==> src/rtl/mul_div_pkg.sv <==
// Shared definitions for the iterative M-extension multiply/divide unit.
// Contents: funct3 op codes, the FSM state type, the operand flag bundle, and
// helper functions that classify an op by signedness and result selection.
package mul_div_pkg;

    localparam int unsigned OP_W = 3;

    localparam logic [OP_W-1:0] OP_MUL    = 3'd0;
    localparam logic [OP_W-1:0] OP_MULH   = 3'd1;
    localparam logic [OP_W-1:0] OP_MULHSU = 3'd2;
    localparam logic [OP_W-1:0] OP_MULHU  = 3'd3;
    localparam logic [OP_W-1:0] OP_DIV    = 3'd4;
    localparam logic [OP_W-1:0] OP_DIVU   = 3'd5;
    localparam logic [OP_W-1:0] OP_REM    = 3'd6;
    localparam logic [OP_W-1:0] OP_REMU   = 3'd7;

    typedef enum logic [1:0] {
        IDLE = 2'd0,
        CALC = 2'd1,
        FIX  = 2'd2,
        DONE = 2'd3
    } state_e;

    // Sign flags of the original operands and the special cases found at accept.
    typedef struct packed {
        logic neg_a;
        logic neg_b;
        logic mul_zero;
        logic div_zero;
        logic div_ovf;
    } op_flags_t;

    function automatic logic is_div(input logic [OP_W-1:0] op);
        return op[2];
    endfunction

    function automatic logic is_signed_a(input logic [OP_W-1:0] op);
        return (op == OP_MULH) || (op == OP_MULHSU) || (op == OP_DIV) || (op == OP_REM);
    endfunction

    function automatic logic is_signed_b(input logic [OP_W-1:0] op);
        return (op == OP_MULH) || (op == OP_DIV) || (op == OP_REM);
    endfunction

    function automatic logic want_high(input logic [OP_W-1:0] op);
        return !op[2] && (op != OP_MUL);
    endfunction

    function automatic logic is_rem(input logic [OP_W-1:0] op);
        return (op == OP_REM) || (op == OP_REMU);
    endfunction

endpackage

==> src/rtl/mul_div_if.sv <==
// Request/response handshake bundle of the multiply/divide unit.
// Signal names are from the unit's point of view:
//   req_valid_i/req_ready_o, op_i, rs1_i, rs2_i  - request channel
//   resp_valid_o/resp_ready_i, result_o          - response channel
// slave  : the unit; master : the issuing pipeline stage.
interface mul_div_if #(
    parameter int unsigned XLEN = 32
);
    import mul_div_pkg::*;

    logic                req_valid_i;
    logic                req_ready_o;
    logic [OP_W-1:0]     op_i;
    logic [XLEN-1:0]     rs1_i;
    logic [XLEN-1:0]     rs2_i;
    logic                resp_valid_o;
    logic                resp_ready_i;
    logic [XLEN-1:0]     result_o;

    modport slave (
        input  req_valid_i, op_i, rs1_i, rs2_i, resp_ready_i,
        output req_ready_o, resp_valid_o, result_o
    );

    modport master (
        output req_valid_i, op_i, rs1_i, rs2_i, resp_ready_i,
        input  req_ready_o, resp_valid_o, result_o
    );

endinterface

==> src/rtl/mul_div_operand_prep.sv <==
// Combinational operand preparation: converts signed operands to magnitudes,
// records the original signs and detects the special cases.
// Ports:
//   op_i     in  funct3 op
//   rs1_i    in  operand A / dividend
//   rs2_i    in  operand B / divisor
//   mag_a_c  out |rs1| (or rs1 when treated unsigned)
//   mag_b_c  out |rs2| (or rs2 when treated unsigned)
//   flags_c  out sign flags and special-case flags
module mul_div_operand_prep
    import mul_div_pkg::*;
#(
    parameter int unsigned XLEN = 32
) (
    input  logic [OP_W-1:0] op_i,
    input  logic [XLEN-1:0] rs1_i,
    input  logic [XLEN-1:0] rs2_i,
    output logic [XLEN-1:0] mag_a_c,
    output logic [XLEN-1:0] mag_b_c,
    output op_flags_t       flags_c
);

    localparam logic [XLEN-1:0] MIN_NEG = {1'b1, {(XLEN-1){1'b0}}};

    logic sign_a;
    logic sign_b;

    // Magnitude and sign extraction plus special-case detection.
    always_comb begin
        sign_a = is_signed_a(op_i) && rs1_i[XLEN-1];
        sign_b = is_signed_b(op_i) && rs2_i[XLEN-1];

        mag_a_c = sign_a ? -rs1_i : rs1_i;
        mag_b_c = sign_b ? -rs2_i : rs2_i;

        flags_c          = '0;
        flags_c.neg_a    = sign_a;
        flags_c.neg_b    = sign_b;
        flags_c.mul_zero = !is_div(op_i) && ((rs1_i == '0) || (rs2_i == '0));
        flags_c.div_zero = is_div(op_i) && (rs2_i == '0);
        flags_c.div_ovf  = is_div(op_i) && is_signed_b(op_i) &&
                           (rs1_i == MIN_NEG) && (rs2_i == '1);
    end

endmodule

==> src/rtl/mul_div_unit.sv <==
// Iterative RV M-extension multiply/divide unit (shift-add multiply,
// restoring divide, one bit per cycle) with valid/ready handshake and flush.
// Ports:
//   clk_i   in  clock, rising edge
//   rst_ni  in  asynchronous active-low reset
//   flush_i in  abort the in-flight op / block acceptance while idle
//   busy_o  out unit is not idle
//   bus     slave modport of mul_div_if (request and response channels)
// Optional build macro: MUL_DIV_EARLY_OUT_EN - ops whose result is fully
// determined at accept (mul operand zero, div by zero, signed overflow) go
// straight from IDLE to DONE and respond one cycle after accept.
module mul_div_unit
    import mul_div_pkg::*;
#(
    parameter int unsigned XLEN = 32
) (
    input  logic         clk_i,
    input  logic         rst_ni,
    input  logic         flush_i,
    output logic         busy_o,
    mul_div_if.slave     bus
);

    localparam int unsigned CNT_W = $clog2(XLEN) + 1;
    localparam int unsigned ACC_W = 2 * XLEN + 1;
    localparam logic [XLEN-1:0] MIN_NEG = {1'b1, {(XLEN-1){1'b0}}};

    state_e            state_q, state_d;
    logic [CNT_W-1:0]  cnt_q, cnt_d;
    logic [ACC_W-1:0]  acc_q, acc_d;
    logic [OP_W-1:0]   op_q, op_d;
    logic [XLEN-1:0]   mag_a_q, mag_a_d;
    logic [XLEN-1:0]   mag_b_q, mag_b_d;
    op_flags_t         flags_q, flags_d;
    logic [XLEN-1:0]   result_q, result_d;
    logic              resp_valid_q, resp_valid_d;
    logic              req_ready_q, req_ready_d;
    logic              busy_q, busy_d;

    logic [XLEN-1:0]   prep_mag_a_c;
    logic [XLEN-1:0]   prep_mag_b_c;
    op_flags_t         prep_flags_c;

    logic [XLEN:0]     mul_sum_c;
    logic [ACC_W-1:0]  mul_step_c;
    logic [ACC_W-1:0]  div_shift_c;
    logic [XLEN:0]     div_diff_c;
    logic [ACC_W-1:0]  div_step_c;

    logic [2*XLEN-1:0] prod_c;
    logic [XLEN-1:0]   quot_c;
    logic [XLEN-1:0]   rem_c;
    logic [XLEN-1:0]   dividend_c;
    logic [XLEN-1:0]   fix_result_c;

    mul_div_operand_prep #(
        .XLEN (XLEN)
    ) u_prep (
        .op_i    (bus.op_i),
        .rs1_i   (bus.rs1_i),
        .rs2_i   (bus.rs2_i),
        .mag_a_c (prep_mag_a_c),
        .mag_b_c (prep_mag_b_c),
        .flags_c (prep_flags_c)
    );

    // One iteration of each algorithm. The multiplier sits in acc[XLEN-1:0]
    // and is consumed LSB first; the extra top bit holds the add carry.
    always_comb begin
        mul_sum_c   = acc_q[ACC_W-1:XLEN] + (acc_q[0] ? {1'b0, mag_b_q} : '0);
        mul_step_c  = {mul_sum_c, acc_q[XLEN-1:0]} >> 1;

        // Restoring divide: {rem,quot} shifts left, the quotient bit enters at bit 0.
        div_shift_c = {acc_q[2*XLEN-1:0], 1'b0};
        div_diff_c  = div_shift_c[ACC_W-1:XLEN] - {1'b0, mag_b_q};
        div_step_c  = div_diff_c[XLEN] ? div_shift_c
                                       : {div_diff_c, div_shift_c[XLEN-1:1], 1'b1};
    end

    // Sign correction, special-case override and result selection.
    always_comb begin
        prod_c     = (flags_q.neg_a ^ flags_q.neg_b) ? -acc_q[2*XLEN-1:0] : acc_q[2*XLEN-1:0];
        quot_c     = (flags_q.neg_a ^ flags_q.neg_b) ? -acc_q[XLEN-1:0] : acc_q[XLEN-1:0];
        rem_c      = flags_q.neg_a ? -acc_q[2*XLEN-1:XLEN] : acc_q[2*XLEN-1:XLEN];
        dividend_c = flags_q.neg_a ? -mag_a_q : mag_a_q;
        fix_result_c = '0;

        if (flags_q.div_zero) begin
            quot_c = '1;
            rem_c  = dividend_c;
        end else if (flags_q.div_ovf) begin
            quot_c = MIN_NEG;
            rem_c  = '0;
        end

        if (is_div(op_q)) begin
            fix_result_c = is_rem(op_q) ? rem_c : quot_c;
        end else if (!flags_q.mul_zero) begin
            fix_result_c = want_high(op_q) ? prod_c[2*XLEN-1:XLEN] : prod_c[XLEN-1:0];
        end
    end

    // Next-state and next-output logic.
    always_comb begin
        state_d      = state_q;
        cnt_d        = cnt_q;
        acc_d        = acc_q;
        op_d         = op_q;
        mag_a_d      = mag_a_q;
        mag_b_d      = mag_b_q;
        flags_d      = flags_q;
        result_d     = result_q;
        resp_valid_d = resp_valid_q;

        case (state_q)
            IDLE: begin
                if (bus.req_valid_i && !flush_i) begin
                    op_d    = bus.op_i;
                    mag_a_d = prep_mag_a_c;
                    mag_b_d = prep_mag_b_c;
                    flags_d = prep_flags_c;
                    acc_d   = {{(XLEN+1){1'b0}}, prep_mag_a_c};
                    cnt_d   = '0;
                    state_d = CALC;
`ifdef MUL_DIV_EARLY_OUT_EN
                    if (prep_flags_c.mul_zero || prep_flags_c.div_zero || prep_flags_c.div_ovf) begin
                        state_d = DONE;
                    end
`endif
                end
            end
            CALC: begin
                acc_d = is_div(op_q) ? div_step_c : mul_step_c;
                cnt_d = cnt_q + CNT_W'(1);
                if (cnt_q == CNT_W'(XLEN - 1)) begin
                    state_d = FIX;
                end
            end
            FIX: begin
                result_d     = fix_result_c;
                resp_valid_d = 1'b1;
                state_d      = DONE;
            end
            DONE: begin
                // DONE without a valid response only occurs on the early-out path.
                if (!resp_valid_q) begin
                    result_d     = fix_result_c;
                    resp_valid_d = 1'b1;
                end else if (bus.resp_ready_i) begin
                    resp_valid_d = 1'b0;
                    state_d      = IDLE;
                end
            end
            default: begin
                state_d = IDLE;
            end
        endcase

        // A pipeline kill overrides everything, including a completing response.
        if (flush_i && (state_q != IDLE)) begin
            state_d      = IDLE;
            resp_valid_d = 1'b0;
        end

        req_ready_d = (state_d == IDLE);
        busy_d      = (state_d != IDLE);
    end

    // State and datapath registers.
    always_ff @(posedge clk_i or negedge rst_ni) begin
        if (!rst_ni) begin
            state_q      <= IDLE;
            cnt_q        <= '0;
            acc_q        <= '0;
            op_q         <= '0;
            mag_a_q      <= '0;
            mag_b_q      <= '0;
            flags_q      <= '0;
            result_q     <= '0;
            resp_valid_q <= 1'b0;
            req_ready_q  <= 1'b1;
            busy_q       <= 1'b0;
        end else begin
            state_q      <= state_d;
            cnt_q        <= cnt_d;
            acc_q        <= acc_d;
            op_q         <= op_d;
            mag_a_q      <= mag_a_d;
            mag_b_q      <= mag_b_d;
            flags_q      <= flags_d;
            result_q     <= result_d;
            resp_valid_q <= resp_valid_d;
            req_ready_q  <= req_ready_d;
            busy_q       <= busy_d;
        end
    end

    assign bus.req_ready_o  = req_ready_q;
    assign bus.resp_valid_o = resp_valid_q;
    assign bus.result_o     = result_q;
    assign busy_o           = busy_q;

endmodule
==> src/flat_wrapper.sv <==
// flat-port wrapper written by rule: the top's interface ports become plain ports
module mul_div_unit_flat import mul_div_pkg::*;
#(
    parameter int unsigned XLEN = 32
)
  (clk_i, rst_ni, flush_i, busy_o, bus_req_valid_i, bus_op_i, bus_rs1_i, bus_rs2_i, bus_resp_ready_i, bus_req_ready_o, bus_resp_valid_o, bus_result_o);
  mul_div_if #(.XLEN(XLEN)) bus_i ();
  input  logic clk_i;
  input  logic rst_ni;
  input  logic flush_i;
  output logic busy_o;
  input wire logic [$bits(bus_i.req_valid_i)-1:0] bus_req_valid_i;
  input wire logic [$bits(bus_i.op_i)-1:0] bus_op_i;
  input wire logic [$bits(bus_i.rs1_i)-1:0] bus_rs1_i;
  input wire logic [$bits(bus_i.rs2_i)-1:0] bus_rs2_i;
  input wire logic [$bits(bus_i.resp_ready_i)-1:0] bus_resp_ready_i;
  output wire logic [$bits(bus_i.req_ready_o)-1:0] bus_req_ready_o;
  output wire logic [$bits(bus_i.resp_valid_o)-1:0] bus_resp_valid_o;
  output wire logic [$bits(bus_i.result_o)-1:0] bus_result_o;
  assign bus_i.req_valid_i = bus_req_valid_i;
  assign bus_i.op_i = bus_op_i;
  assign bus_i.rs1_i = bus_rs1_i;
  assign bus_i.rs2_i = bus_rs2_i;
  assign bus_i.resp_ready_i = bus_resp_ready_i;
  assign bus_req_ready_o = bus_i.req_ready_o;
  assign bus_resp_valid_o = bus_i.resp_valid_o;
  assign bus_result_o = bus_i.result_o;
  mul_div_unit #(.XLEN(XLEN)) u_core (.clk_i(clk_i), .rst_ni(rst_ni), .flush_i(flush_i), .busy_o(busy_o), .bus(bus_i));
endmodule
==> config.mk <==
export PLATFORM = sky130hd
export DESIGN_NAME = mul_div_unit_flat
export DESIGN_NICKNAME = d
export VERILOG_FILES = /design/src/rtl/mul_div_pkg.sv /design/src/rtl/mul_div_if.sv /design/src/rtl/mul_div_operand_prep.sv /design/src/rtl/mul_div_unit.sv /design/src/flat_wrapper.sv
export SDC_FILE = /design/constraint.sdc
export NUM_CORES = 1
export LEC_CHECK = 0
export BUFFER_PORTS_ARGS = -buffer_cell sky130_fd_sc_hd__buf_2
export CAP_MARGIN = 0
export CORE_MARGIN = 5
export CORE_UTILIZATION = 60
export CTS_CLUSTER_DIAMETER = 80
export DETAILED_ROUTE_END_ITERATION = 6
export GPL_TIMING_DRIVEN = 0
export PLACE_DENSITY = 0.79
export SLEW_MARGIN = 20
export SYNTH_ARGS = -nofsm -noshare
export SYNTH_HDL_FRONTEND = slang
export SYNTH_SLANG_ARGS = --single-unit
==> constraint.sdc <==
create_clock -name clk_i -period 13.5 [get_ports clk_i]
set_clock_uncertainty 0.05 [all_clocks]
set_input_delay 1.35 -clock clk_i [delete_from_list [all_inputs] [get_ports clk_i]]
set_output_delay 1.35 -clock clk_i [all_outputs]
set_load 0.01 [all_outputs]
After elaboration in Yosys (flattened, before gate mapping):

Index checks and enable logic that the tools add are counted.

* reduce and logical (&&, ||, !) cells: 33
* multiplexer cells: 33
* equality and inequality tests: 14
* bitwise logic cells: 1
* $add $sub $neg: 9

Operators by type and width (number)
* 32-bit 2-to-1 mux: 15
* 65-bit 2-to-1 mux: 3
* 32-bit negator: 5
* 65-bit one-hot mux with 2 select lines: 1
* 32-bit equality test (second input constant): 2
* 32-bit zero test: 2
* 64-bit 2-to-1 mux: 1
* 64-bit negator: 1
* 32-bit one-hot mux with 2 select lines: 1
* 33-bit adder: 1
* 33-bit by 32-bit subtractor with 33-bit output: 1
* 3-bit equality test (second input constant): 4
* 6-bit one-hot mux with 2 select lines: 1
* 1-bit logical AND: 10
* 2-bit 2-to-1 mux: 5
* 2-bit one-hot mux with 4 select lines: 1
* 2-bit nonzero test: 4
* 1-bit logical OR: 7
* 6-bit by 1-bit adder with 6-bit output (second input constant): 1
* 6-bit by 5-bit equality test with 1-bit output (second input constant): 1
* 6-bit 2-to-1 mux: 1
* 2-bit AND reduction: 3
* 3-bit nonzero test: 2
* 2-bit equality test (second input constant): 2
* 10 further kinds: 15

* output and inout port bits: 35
* logic and storage cells: 105
* input port bits: 72
* flip-flop bits (word level): 180

Depth between registers and ports, before layout:

Gate-level depths: netlist of run 1.

* word-level depth: 8
* gate-level depth with buffers: 19

Cells and area by module:

A second synthesis of run 1 with hierarchy kept.

* cell total of the unflattened synthesis: 2193
* area total of the unflattened synthesis: 16781.1 µm²

Modules (own cells, without submodules)
* mul_div_unit: area each 15208.3 µm², cells each 1960, times used 1
* mul_div_operand_prep: area each 1572.8 µm², cells each 233, times used 1

Least setup slack after synthesis of run 1:

Ideal clock, no wire load.

* kind: flip-flop to flip-flop
* from: register u_core.acc_q[31]
* to: register u_core.acc_q[49]
* arrival time: 4.138 ns
* buffers on the path: 2
* cell stages (with the launch flop): 18
* library setup time: 0.130 ns
* setup slack: 9.181 ns
* required time: 13.320 ns
* cell sequence: dfrtp_1 > inv_1 > ha_1 > fa_1 > nor2b_4 > o31a_1 > o32a_4 > a221oi_4 > o31ai_2 > a221o_1 > a21o_1 > a21oi_1 > o31ai_1 > ha_1 > buf_1 > clkbuf_1 > mux2i_1 > o21ai_0

* longest elaborated chain between the ends: 4

Ends and longest elaborated chain
* from (decl): RTL line mul_div_unit.sv:30 `logic [ACC_W-1:0] acc_q, acc_d;`
* from (signal assigned): RTL line mul_div_unit.sv:174 `acc_q <= '0;`
* from (signal assigned): RTL line mul_div_unit.sv:186 `acc_q <= acc_d;`
* 33-bit by 32-bit subtractor with 33-bit output: RTL line mul_div_unit.sv:75 `div_diff_c = div_shift_c[ACC_W-1:XLEN] - {1'b0, mag_b_q};`
* 65-bit 2-to-1 mux: RTL line mul_div_unit.sv:76 `div_step_c = div_diff_c[XLEN] ? div_shift_c`
* 65-bit 2-to-1 mux: RTL line mul_div_unit.sv:133 `acc_d = is_div(op_q) ? div_step_c : mul_step_c;`
* 65-bit one-hot mux with 2 select lines: RTL line mul_div_unit.sv:115 `case (state_q)`

Every way passes these cells.
A chain may end at the register's enable or synchronous reset.

Final worst setup path of run 1:

* from: register u_core.acc_q[32]
* to: register u_core.acc_q[48]

* longest elaborated chain between the ends: 4

Ends and longest elaborated chain (RTL line)
* 33-bit by 32-bit subtractor with 33-bit output: mul_div_unit.sv:75
* 65-bit 2-to-1 mux: mul_div_unit.sv:76
* 65-bit 2-to-1 mux (*): mul_div_unit.sv:133
* 65-bit one-hot mux with 2 select lines (*): mul_div_unit.sv:115

Mark *: on every way between the ends. The rest lies on a longest branch, timed or not.

==> summary.txt, run 1 <==
Logic synthesis
  • Synth Net Count: 2214
  • Largest family of logic cells by synthesized area: compound AO/OA/AOI/OAI gates
  • Synth area leader: dfrtp_1
  • Share of the synthesized area in the top cell type: 27.3%
  • Post-synth EDFFs: 0
  • Post-synthesis compound-gate area fraction: 27.0%
  • Synth top area cells: dfrtp_1 (27%), xnor2_1 (5.9%), xor2_1 (5.9%)
  • Synth top cells by count: nand2_1 (201), nor2_1 (185), o21ai_0 (185)
  • #FFs+latches synth: 180
  • Multiplexer share of the synthesized area: 3.44%
  • Mapped cell area: 16400 µm²
  • XOR/XNOR Fraction of Synth Area: 11.8%
  • YS warnings: 0
  • Sequential element share of the synthesized area: 27.4%
  • Synth async-reset ratio: 100%
  • Avg Inst Size Synth: 7.94 µm²
  • Predominant post-synthesis flop cell: dfrtp_1
  • Simple-gate share of the synthesized area: 19.8%
  • Synth cell types: 85
  • Post-Synth Adder-Cell Area: 5.73%
  • Most frequent cell after synthesis: nand2_1
  • Post-synthesis cell count: 2068

Finish
  • Area Overhead vs Synth: 9.95%
  • Antenna Diode Count: 0
  • Nets: 2340
  • Share of cells above drive strength 1: 9.83%

Setup path
  • Worst EP arrival: 6.00 ns
  • Crit Path Class: flip-flop to flip-flop
  • Setup crit start kind: flip-flop
  • Critical Path RT: 13.83 ns
  • Critical-path maximum fanout: 10
  • Nature of the critical path endpoint: flip-flop

Clock tree
  • Num CTS Buffers: 17
  • Root Buffer: clkbuf_16
  • Max Root-Sink Buffers: 2
  • Clock Latency Late Sink: 0.48 ns
  • TritonCTS Sinks: 180
  • Post-CTS setup buffer count: 0
  • CTS Hold Bufs: 0
  • CTS resizes: 0
  • Htree depth: 4
  • Worst-path clk slew: 0.10 ns
  • CTS tree: built

Status
  • Violated checks: DRC
  • Outcome: finished, violations left

Pwr
  • Power per Cell Area: 210 nW/µm²
  • Total Power: 0.00379 W
  • Lkg Pwr: 7.75 nW
  • Peak supply drop: 0.000119 V

Routing
  • Vias: 17758
  • Initial drt markers: 2607
  • Remaining DRCs: 1
  • Drt wl/cell: 24.9 µm
  • DR pass1 iterations: 7
  • Drt total wl: 63.5 mm
  • Final ANT Viol Nets: 0
  • Via density: 6.97

Die
  • # rows: 60
  • Die area: 30800 µm²
  • Area of the core: 27000 µm²
  • DIE HEIGHT: 175 µm
  • Initial Utilization: 60.9%
  • Die Width: 175 µm
  • Ports: 107

GRT
  • Largest net degree at the start of global routing: 92
  • Total Routing Usage GR: 40.2%
  • First-pass GRT wire length: 95.9 mm
  • Total grt overflow: 0
  • Vias in the first global route: 16380
  • Initial antenna violation count: 1

Timing
  • Worst relative slew slack: 20.5%
  • Max Transition Viols Final: 0
  • Max Clock Freq: 0.176 GHz
  • RSZ-0062 raised after global routing: false
  • Fin crit share: 42.0%
  • Fin crit period: 5.67 ns
  • Slew at the pin closest to its max-slew limit: 1.18 ns
  • Final hold vios: 0
  • Setup TNS: 0 ns
  • # setup viols final: 0

Place
  • DP Wirelength: 48.9 mm
  • Port bufs: 106
  • Gpl congestion: 1.12

Min path
  • Worst hold path class: flip-flop to flip-flop

Job
  • Maxcap violations: 0
[layout make-up]
cell class / instances / area, µm²
buffer: 131 / 510
timing repair buffer: 107 / 568
inverter: 71 / 267
clock inverter: 15 / 214
fill: 2318 / 8900
tap: 341 / 427
multi-input combinational: 1686 / 11100
sequential: 180 / 4510
clock buffer: 17 / 425
[state kept, by name, summed over array words and instances (netlist names)]
| signal | flops |
|---|---|
| u_core.op_q | 3 |
| u_core.bus.req_ready_o | 1 |
| u_core.state_q | 2 |
| u_core.bus.result_o | 32 |
| u_core.mag_b_q | 32 |
| u_core.busy_o | 1 |
| u_core.cnt_q | 6 |
| u_core.acc_q | 65 |
| u_core.mag_a_q | 32 |
| u_core.flags_q | 5 |
| u_core.bus.resp_valid_o | 1 |
[path summary, 6_finish.rpt]
| check | from | to | slack [ns] | cells after the start |
|---|---|---|---|---|
| setup / recovery | u_core.acc_q[32] | u_core.acc_q[48] | 7.83 | 16 |
| setup reg to reg | u_core.acc_q[32] | u_core.acc_q[48] | 7.83 | 16 |
| max in group asynchronous | rst_ni | u_core.bus.result_o[19] | 11.69 | 2 |
| min in group asynchronous | rst_ni | u_core.mag_b_q[13] | 0.81 | 1 |
| hold reg to reg | u_core.bus.result_o[8] | u_core.bus.result_o[8] | 0.42 | 2 |
| hold / removal | u_core.bus.result_o[8] | u_core.bus.result_o[8] | 0.42 | 2 |
[cells by family (layout without fill, tap and decap cells)]
logic type               count (synthesis)  in the layout
adder cells (fa/ha/maj)                 74             74
AO/OA/AOI/OAI                          685            685
AND/OR/NAND/NOR                        652            652
buffers and inverters                  202            341
multiplexers                            53             53
XOR/XNOR                               222            222
flip-flops                             180            180
[where the power goes]
part / switching (W) / internal [W] / total (W) / leakage (nW)
sequential: 0.000199 / 0.000665 / 0.000864 / 2.27
clock: 0.000259 / 0.000300 / 0.000560 / 0.311
combinational: 0.00151 / 0.000858 / 0.00237 / 5.17
[layer usage]
layer  vias to the layer above  part of all wire [%]  global-route usage (%)  wire length [µm]
li1                       7785                     -                       -                 -
met1                      8353                    40                    56.1             25100
met2                      1380                    40                    57.2             25700
met3                       240                    15                    14.4              9790
met4                         0                   4.5                    15.1              2880
met5                         -                     0                       0                 0
[critical path, stage by stage, from the launching register on]
cell,delay (ns)
dfrtp_1,0.52
inv_1,0.29
fa_1,0.33
nor2b_4,0.07
o31a_1,0.30
o32a_4,0.42
a221oi_4,0.45
o31ai_2,0.18
a221o_1,0.39
a21o_1,0.22
a21oi_1,0.16
o31ai_1,0.08
ha_1,0.36
buf_1,0.61
clkbuf_1,0.74
a21oi_1,0.13
o21ai_0,0.27
[layout by cell type (no fill, tap or decap), types with 20 or more instances in the layout]
cell type and instances:
nand2_1 201, nor2_1 185, o21ai_0 185, dfrtp_1 179, a21oi_1 154, xnor2_1 111
buf_2 111, xor2_1 111, clkbuf_1 104, ha_1 72, inv_1 70, nand3_1 45
a21o_1 45, nor3_1 38, mux2i_1 35, o211ai_1 35, a31oi_1 31, o21ai_1 26
nor4_1 25, o31ai_1 24, o21a_1 20
[stage by stage]
step	instances	setup WS [ns]	instance area, µm²	hold WS, ns	util, %
final	2548	7.83	18000	0.422	67.0
after global routing	2548	7.75	18000	0.440	67.0
after floorplan	2068	9.18	16400	0.400	-
after CTS	2548	8.04	18000	0.431	67.0
after global placement	2515	8.13	17400	0.409	64.5
after detailed placement	2516	8.05	17400	0.415	64.6
Power figures use the tool's default switching activity.
==> inputs of run 2 (changes only) <==
==> constraint.sdc (replaced) <==
create_clock -name clk_i -period 5.42 [get_ports clk_i]
set_clock_uncertainty 0.05 [all_clocks]
set_input_delay 0.542 -clock clk_i [delete_from_list [all_inputs] [get_ports clk_i]]
set_output_delay 0.542 -clock clk_i [all_outputs]
set_load 0.01 [all_outputs]
==> run 2 against run 1 <==
Effect of this change:
- the flow still finishes with violations (DRC)
- sequential share of layout area about the same
- wire length is 0.17% higher
- critical path depth stayed put
- worst setup slack worse by 7.6 ns
- combinational power increased by 150%
- die area unchanged
- via count is essentially flat
- hold slack got worse by 0.42 ns
- clock power grew 150%
- count of clock-buffer cells in the layout stayed put
- global-route usage unchanged
- core utilization about the same
- highest routed layer unchanged
==> summary.txt, run 2 (same netlist as run 1, synthesis figures left out) <==
Finish
  • Share of cells above drive strength 1: 9.92% (was 9.83%)
  • Commonest non-fill, non-tap cells in the layout: nand2_1 (201), nor2_1 (185), o21ai_0 (185) (unchanged)
  • Multi-input logic area: 11100 µm² (unchanged)
  • Sequential cell area: 4510 µm² (unchanged)
  • Nets: 2340 (unchanged)
  • Area Overhead vs Synth: 9.98% (was 9.95%)
  • Largest reg by FF count: u_core.acc_q (unchanged)
  • Max reg flops: 65 (unchanged)
  • Most common cell after layout, fill and taps aside: nand2_1 (unchanged)
  • Design area: 18100 µm² (was 18000 µm²)
  • Final core utilization: 67.0% (about the same)
  • Fillers: 2316 (was 2318)

Routing
  • Drt total wl: 63.6 mm (was 63.5 mm)
  • Drt wl/cell: 24.9 µm (about the same)
  • Remaining DRCs: 12 (was 1)
  • Initial drt markers: 2619 (was 2607)
  • Via density: 6.96 (was 6.97)
  • DR pass1 iterations: 7 (unchanged)
  • Vias: 17745 (was 17758)
  • Final ANT Viol Nets: 0 (unchanged)

Setup path
  • Critical Path RT: 5.72 ns (was 13.83 ns)
  • Cell mode on critical path: a21oi_1 (unchanged)
  • Nature of the critical path endpoint: flip-flop (unchanged)
  • CP max stage delay: 0.54 ns (was 0.74 ns)
  • Crit Path Class: flip-flop to flip-flop (unchanged)
  • Setup crit start kind: flip-flop (unchanged)
  • Top delay family on crit path: compound AO/OA/AOI/OAI gates (unchanged)
  • Worst EP arrival: 5.51 ns (was 6.00 ns)
  • Buf/Inv on CP: 2 (was 3)
  • Crit-path cells: inv_1 -> fa_1 -> nor2b_4 -> o31a_1 -> o32a_4 -> a221oi_4 -> o31ai_2 -> a221o_1 -> a21o_1 -> a21oi_1 -> o31ai_1 -> ha_1 -> buf_1 -> a21oi_1 -> nor4_1 -> o41ai_1 (was inv_1 -> fa_1 -> nor2b_4 -> o31a_1 -> o32a_4 -> a221oi_4 -> o31ai_2 -> a221o_1 -> a21o_1 -> a21oi_1 -> o31ai_1 -> ha_1 -> buf_1 -> clkbuf_1 -> a21oi_1 -> o21ai_0)
  • Worst path slowest cell: buf_1 (was clkbuf_1)
  • Critical-path maximum fanout: 10 (unchanged)

Clock tree
  • Htree depth: 4 (unchanged)
  • CTS tree: built (unchanged)
  • Root Buffer: clkbuf_16 (unchanged)
  • Clock Latency Late Sink: 0.48 ns (about the same)
  • Worst-path clk slew: 0.09 ns (was 0.10 ns)
  • TritonCTS Sinks: 180 (unchanged)
  • Max Root-Sink Buffers: 2 (unchanged)
  • Num CTS Buffers: 17 (unchanged)
  • Post-CTS setup buffer count: 0 (unchanged)

Pwr
  • Lkg Pwr: 7.76 nW (was 7.75 nW)
  • Peak supply drop: 0.000295 V (was 0.000119 V)
  • Power per Cell Area: 523 nW/µm² (was 210 nW/µm²)

Timing
  • Slew at the pin closest to its max-slew limit: 1.19 ns (was 1.18 ns)
  • Worst relative slew slack: 20.0% (was 20.5%)
  • Fin crit share: 96.2% (was 42.0%)
  • Final hold vios: 0 (unchanged)
  • # setup viols final: 0 (unchanged)
  • Fin crit period: 5.21 ns (was 5.67 ns)
  • Max Clock Freq: 0.192 GHz (was 0.176 GHz)
  • Setup TNS: 0 ns (unchanged)
  • RSZ-0062 raised after global routing: false (unchanged)
  • Final worst slack: 0.206 ns (was 7.83 ns)
  • Max Transition Viols Final: 0 (unchanged)

Min path
  • Worst hold path class: primary input to async pin (was flip-flop to flip-flop)

GRT
  • First-pass GRT wire length: 95.9 mm (unchanged)
  • Vias in the first global route: 16380 (unchanged)
  • Initial antenna violation count: 1 (unchanged)
  • Largest net degree at the start of global routing: 92 (unchanged)
  • Total grt overflow: 0 (unchanged)
  • Total Routing Usage GR: 40.2% (unchanged)

Place
  • Gpl congestion: 1.12 (unchanged)
  • Port bufs: 106 (unchanged)
  • Setup WS pre-CTS: -0.0314 ns (was 8.05 ns)
  • DP Wirelength: 48.9 mm (unchanged)
  • Post-place instance area: 17400 µm² (unchanged)

Die
  • Die Width: 175 µm (unchanged)
  • Die area: 30800 µm² (unchanged)
  • DIE HEIGHT: 175 µm (unchanged)
  • Ports: 107 (unchanged)
  • Area of the core: 27000 µm² (unchanged)
  • # rows: 60 (unchanged)
  • Initial Utilization: 60.9% (unchanged)

Status
  • Violated checks: DRC (unchanged)
  • Outcome: finished, violations left (unchanged)

Job
  • Maxcap violations: 0 (unchanged)
==> run 2: cell count changes in the layout (fill, tap and decap cells not counted) <==
cell / previous run / this run
buf_1: 19 / 18
diode_2: 0 / 1
clkbuf_1: 104 / 103
clkbuf_2: 0 / 2
==> run 2: path summary, 6_finish.rpt <==
check,start,to,slack (ns),cells after the start
setup reg to reg,u_core.acc_q[32],u_core.acc_q[61],0.21,16
max in group asynchronous,rst_ni,u_core.bus.result_o[19],4.41,2
hold reg to reg,u_core.bus.result_o[8],u_core.bus.result_o[8],0.42,2
setup / recovery,u_core.acc_q[32],u_core.acc_q[61],0.21,16
hold / removal,rst_ni,u_core.mag_b_q[13],0.004,1
min in group clk_i,flush_i,u_core.state_q[1],0.23,2
==> run 2: routing by layer <==
metal / GRT usage [%] / routed length [µm] / vias to the layer above
li1: - / - / 7786
met1: 56.1 / 25400 / 8375
met2: 57.2 / 25800 / 1363
met3: 14.4 / 9610 / 221
met4: 15.1 / 2770 / 0
met5: 0 / 0 / -
==> run 2: stage by stage <==
stage / hold WS [ns] / power [W] / cells
after global placement: 0.409 / 0.00759 / 2515
after CTS: 0.0445 / 0.00911 / 2548
after floorplan: 0.196 / 0.00603 / 2068
after global routing: 0.0666 / 0.00986 / 2548
after detailed placement: 0.415 / 0.00772 / 2516
final: 0.00381 / 0.00945 / 2549
==> run 2: worst reg2reg max path: cells and delay by family, from the launching register on <==
family / cells / cell delay (ns)
DFF: 1 / 0.51
buffers and inverters: 2 / 0.83
AOI/OAI and AO/OA: 10 / 2.44
and+or+nand+nor: 2 / 0.57
adders and majority gates: 2 / 0.69
==> run 2: layout make-up <==
class / instances / share of cell area (%)
clock inverter: 15 / 1.19
timing repair buffer: 107 / 3.15
antenna: 1 / 0.0139
clock buffer: 17 / 2.36
sequential: 180 / 25.0
buffer: 131 / 2.84
multi-input combinational: 1686 / 61.7
inverter: 71 / 1.48
tap: 341 / 2.36
==> run 2: power breakdown <==
part           total (W)  leakage, nW  internal, W  switching [W]
Clock            0.00139        0.311     0.000748       0.000643
Sequential       0.00215         2.27      0.00166       0.000494
Combinational    0.00591         5.18      0.00214        0.00377
==> run 2: what timing repair did <==
| item | 4_1_cts | 5_1_grt |
|---|---|---|
| endpoints found under the setup margin | 4 | 6 |
| gates cloned | 0 | 0 |
| resized for setup | 1 | 1 |
| hold endpoints to repair | 0 | 0 |
| hold buffers | 0 | 0 |
